==> config.mk <==
export PLATFORM = sky130hd
export DESIGN_NAME = regfile_read_arbiter
export DESIGN_NICKNAME = d
export VERILOG_FILES = /design/src/rtl/regfile_read_arbiter.sv
export SDC_FILE = /design/constraint.sdc
export NUM_CORES = 1
export LEC_CHECK = 0
export ABC_CLOCK_PERIOD_IN_PS = 2150
export CELL_PAD_IN_SITES_DETAIL_PLACEMENT = 1
export CELL_PAD_IN_SITES_GLOBAL_PLACEMENT = 1
export CORE_UTILIZATION = 23
export CTS_CLUSTER_SIZE = 20
export DETAILED_ROUTE_END_ITERATION = 12
export PLACE_DENSITY = 0.8
export SLEW_MARGIN = 5
export SYNTH_ARGS = -nofsm -noshare
export SYNTH_HDL_FRONTEND = slang
export SYNTH_SLANG_ARGS = --single-unit
==> constraint.sdc <==
create_clock -name clock -period 2.15 [get_ports clock]
set_clock_uncertainty 0.05 [all_clocks]
set_input_delay 0.3225 -clock clock [delete_from_list [all_inputs] [get_ports clock]]
set_output_delay 0.3225 -clock clock [all_outputs]
set_load 0.005 [all_outputs]
==> src/rtl/regfile_read_arbiter.sv <==
// Arbitrates the register file's two read ports between decode (default owner) and a debug requester.
// Optional steal statistics counter built only when REGFILE_ARB_STATS_EN is defined.
module regfile_read_arbiter #(
  parameter int unsigned REG_ID_WIDTH   = 5,
  parameter int unsigned DATA_WIDTH     = 32,
  parameter int unsigned MAX_WAIT       = 8,
  parameter int unsigned WAIT_CNT_WIDTH = 4
) (
  input  logic                    clock,
  input  logic                    reset,
  input  logic                    pipeReadValid,
  input  logic [REG_ID_WIDTH-1:0] pipeReadId1,
  input  logic [REG_ID_WIDTH-1:0] pipeReadId2,
  output logic [DATA_WIDTH-1:0]   pipeData1,
  output logic [DATA_WIDTH-1:0]   pipeData2,
  output logic                    pipeStall,
  input  logic                    dbgReqValid,
  output logic                    dbgReqReady,
  input  logic [REG_ID_WIDTH-1:0] dbgReqId1,
  input  logic [REG_ID_WIDTH-1:0] dbgReqId2,
  output logic                    dbgRespValid,
  input  logic                    dbgRespReady,
  output logic [DATA_WIDTH-1:0]   dbgRespData1,
  output logic [DATA_WIDTH-1:0]   dbgRespData2,
  output logic [REG_ID_WIDTH-1:0] rfReadId1,
  output logic [REG_ID_WIDTH-1:0] rfReadId2,
  input  logic [DATA_WIDTH-1:0]   rfData1,
  input  logic [DATA_WIDTH-1:0]   rfData2,
  output logic [15:0]             stealCount
);

  typedef enum logic [1:0] {IDLE, PENDING, RESP} state_t;

  localparam logic [WAIT_CNT_WIDTH-1:0] LP_WAIT_LAST = WAIT_CNT_WIDTH'(MAX_WAIT - 1);

  state_t                    r_state;
  state_t                    w_state_nxt;
  logic [REG_ID_WIDTH-1:0]   r_id1;
  logic [REG_ID_WIDTH-1:0]   r_id2;
  logic [WAIT_CNT_WIDTH-1:0] r_wait_cnt;
  logic [DATA_WIDTH-1:0]     r_data1;
  logic [DATA_WIDTH-1:0]     r_data2;
  logic                      w_grant;
  logic                      w_accept;

  assign pipeData1    = rfData1;
  assign pipeData2    = rfData2;
  assign dbgRespData1 = r_data1;
  assign dbgRespData2 = r_data2;

  always_comb begin
    w_state_nxt  = r_state;
    w_grant      = 1'b0;
    w_accept     = 1'b0;
    dbgReqReady  = 1'b0;
    dbgRespValid = 1'b0;
    pipeStall    = 1'b0;
    rfReadId1    = pipeReadId1;
    rfReadId2    = pipeReadId2;
    case (r_state)
      IDLE: begin
        dbgReqReady = 1'b1;
        w_accept    = dbgReqValid;
        if (dbgReqValid) w_state_nxt = PENDING;
      end
      PENDING: begin
        // Take the ports on any decode bubble, or unconditionally once the wait budget is spent.
        w_grant = !pipeReadValid || (r_wait_cnt == LP_WAIT_LAST);
        if (w_grant) begin
          rfReadId1   = r_id1;
          rfReadId2   = r_id2;
          pipeStall   = pipeReadValid;
          w_state_nxt = RESP;
        end
      end
      RESP: begin
        dbgRespValid = 1'b1;
        if (dbgRespReady) w_state_nxt = IDLE;
      end
      default: w_state_nxt = IDLE;
    endcase
  end

  always_ff @(posedge clock or negedge reset) begin
    if (!reset) r_state <= IDLE;
    else        r_state <= w_state_nxt;
  end

  always_ff @(posedge clock or negedge reset) begin
    if (!reset) begin
      r_id1      <= '0;
      r_id2      <= '0;
      r_wait_cnt <= '0;
      r_data1    <= '0;
      r_data2    <= '0;
    end else begin
      if (w_accept) begin
        r_id1      <= dbgReqId1;
        r_id2      <= dbgReqId2;
        r_wait_cnt <= '0;
      end else if (r_state == PENDING && !w_grant) begin
        r_wait_cnt <= r_wait_cnt + WAIT_CNT_WIDTH'(1);
      end
      if (w_grant) begin
        r_data1 <= rfData1;
        r_data2 <= rfData2;
      end
    end
  end

`ifdef REGFILE_ARB_STATS_EN
  logic [15:0] r_steal_cnt;

  always_ff @(posedge clock or negedge reset) begin
    if (!reset)                               r_steal_cnt <= '0;
    else if (pipeStall && r_steal_cnt != '1) r_steal_cnt <= r_steal_cnt + 16'd1;
  end

  assign stealCount = r_steal_cnt;
`else
  assign stealCount = '0;
`endif

endmodule

==> results of run 1 <==
-- stage by stage --
stage / util (%) / power (W) / instances / TNS (ps)
floorplan: - / 0.003975 / 300 / 0
global placement: 35.66 / 0.005739 / 669 / -1305
detailed placement: 35.66 / 0.005897 / 669 / -1526
CTS: 38.40 / 0.007722 / 692 / -1086
global route: 38.40 / 0.008027 / 694 / -1498
finish: 38.40 / 0.007553 / 694 / -807.9
-- state kept, by name, summed over array words and instances, names as in the netlist --
name	flops
dbgRespData1	32
dbgRespData2	32
r_id1	5
r_id2	5
r_state	2
r_wait_cnt	4
-- layer usage --
layer / up-vias / GRT usage, % / share of wire, %
li1: 1241 / - / -
met1: 1369 / 12.46 / 37
met2: 133 / 23.49 / 56
met3: 13 / 2.807 / 5.6
met4: 0 / 4.651 / 1.5
met5: - / 0 / 0
-- worst max path at each step --
| stage | start | end | slack (ps) | cells past startpoint |
|---|---|---|---|---|
| 2_1_floorplan | r_wait_cnt[0] | rfReadId2[1] | 240 | 6 |
| 3_3_place_gp | pipeReadValid | rfReadId2[1] | -130 | 5 |
| 3_5_place_dp | r_wait_cnt[1] | rfReadId1[2] | -190 | 6 |
| 4_1_cts | r_wait_cnt[1] | rfReadId1[2] | -120 | 7 |
| 5_1_grt | r_wait_cnt[1] | rfReadId1[4] | -180 | 7 |
| 6_report | r_wait_cnt[1] | rfReadId1[4] | -120 | 7 |
-- worst max-delay path, cell delays in order (launching register included) --
cell and delay, ps:
dfrtp_1 390, ha_4 160, nand3b_1 140, a21oi_4 200, buf_6 130, buf_12 120, mux2_4 300, buf_6 120
-- area by class of cell --
cell class / count / share of cell area, %
clock inverter: 4 / 1.104
sequential: 80 / 31.55
multi-input combinational: 127 / 19.94
inverter: 3 / 0.1775
timing repair buffer: 249 / 39.22
tap: 220 / 4.338
clock buffer: 11 / 3.668
-- cells in the mapped netlist (2+ instances only) --
cell type | instances | area [um^2]
mux2i_1 | 2 | 20.02
dfrtp_1 | 80 | 2002
buf_6 | 7 | 78.83
buf_4 | 82 | 615.6
mux2_1 | 49 | 551.8
nand2_1 | 5 | 18.77
inv_1 | 3 | 11.26
mux2_2 | 28 | 315.3
nor3_1 | 2 | 10.01
mux2_4 | 7 | 105.1
nor2_1 | 2 | 7.510
-- report_power, final --
| part | switching, W | total (W) | leakage, nW | internal [W] |
|---|---|---|---|---|
| combinational | 0.00103 | 0.00330 | 1.57 | 0.00227 |
| clock | 0.000585 | 0.00159 | 0.149 | 0.00101 |
| sequential | 0.000399 | 0.00266 | 0.942 | 0.00226 |
| total | 0.00202 | 0.00755 | 2.66 | 0.00554 |
-- what timing repair did --
item                                   CTS  global route
setup endpoints to repair               11            54
pin swaps                                2             0
cloned                                   1             0
hold buffers                             1             0
resized for setup                       67             1
endpoints found under the hold margin   32             0
setup buffers                            6             3
-- logic make-up (layout without fill, tap and decap cells) --
| kind of cell | after synthesis | in the layout | share of synthesized area, % |
|---|---|---|---|
| compound gates | 5 | 5 | 0.9368 |
| fa+ha+maj | 1 | 1 | 0.3229 |
| buf+inv | 93 | 267 | 18.60 |
| flops | 80 | 80 | 51.68 |
| mux | 86 | 86 | 25.61 |
| other cells | 1 | 16 | 0.09681 |
| simple gates | 19 | 19 | 2.746 |
==> flow_summary.toml, run 1 <==
[clock_tree]
cts-root-buf = "clkbuf_16"
numClockSinks = 80
clk_path_buf_depth = 2
clk_latency_ps = 330
cts_buffers = 9
cts_tree = "built"
clk_pin_slew_worst_paths_ps = 60
ctsHtreeMaxLevel = 3

[routing]
wire_per_inst_um = 14.97
vias = 2756
wirelength_um = 10390
antenna_left = 0
vias_per_cell = 3.971
dr.pass1.iters = 3
drtIter0Drc = 31
drc_errors = 0

[floorplanning]
start_util_pct = 23.44
core-area_um2 = 16520
ioPinCount = 246
die-area_um2 = 17360
rows = 47
die_x_um = 131.8
die_h_um = 131.8

[sta]
hold-worst-slack_ps = 426.5
worstMarginPinSlew_ps = 619.2
rsz0062_at_grt = "yes"
finalWorstPathRequiredPeriod_ps = 2265
worst_slack_ps = -115.2
max_slew_margin_pct = 58.72
final_max_slew_viol_count = 0
hold_viol = 0
fin_crit_sh_pct = 105.4
setup_violations = 10
max_freq_mhz = 441.5

[critical_path]
rr_worst_depth = 7
critPathLaunchType = "register"
path_max_fanout = 6
r2r-start = "r_wait_cnt[1]"
arrival_ps = 1890
end_kind = "output port"
cp.required_ps = 1780
r2r_slack_ps = 110
worst-setup-path-type = "register to output port"
timing.rr.end = "dbgRespData1[27]"

[grt]
grt_remaining_overflow = 0
grt_usage_pct = 12.11
grt_pass1_wl_um = 16460
grt_pass1_vias = 3094
grt_max_degree = 49
grt_antenna_before_repair = 0

[logic_synthesis]
seq_area_frac_synth_pct = 51.68
netlist_area_um2 = 3874
synth-seq-cells = 80
synth_area_per_cell_um2 = 13.59
yosysWarnings = 0
dominantRegCellSynth = "dfrtp_1"
synth_cell_types = 29
async_flop_share_pct = 100.0
syn-instance-count = 285
synth_edf_count = 0

[placed_design]
gp_congestion = 0.7409
placed_area_um2 = 5893
numPortBuffers = 229
dp_hpwl_um = 7841
pre_cts_ws_ps = -186.5

[power]
p_leak_nw = 2.665
power.density_nw_per_um2 = 1190
vdd_drop_max_mv = 0.4045

[run_status]
status = "finished, violations left"
violations = "negative setup slack"

[cells_and_area]
fillers = 1739
nNetsFinal = 560
design_area_um2 = 6345
drive_gt1_share_pct = 19.20
final_common_cell = "clkdlybuf4s50_1"
layout_common_cells = "clkdlybuf4s50_1, dfrtp_1, mux2_1"
regArea_um2 = 2002
num_antenna_cells = 0
area_growth_pct = 63.79
multi_input_area_um2 = 1265

[hold_path]
hold_class = "primary input to async pin"

[flow_run]
drv_cap = 0
Power figures use the tool's default switching activity.
==> inputs of run 2 (changes only) <==
ABC_AREA = 0   (was unset)
==> results of run 2 <==
Same layout as run 1: the final DEF is identical, and so are final timing and power.
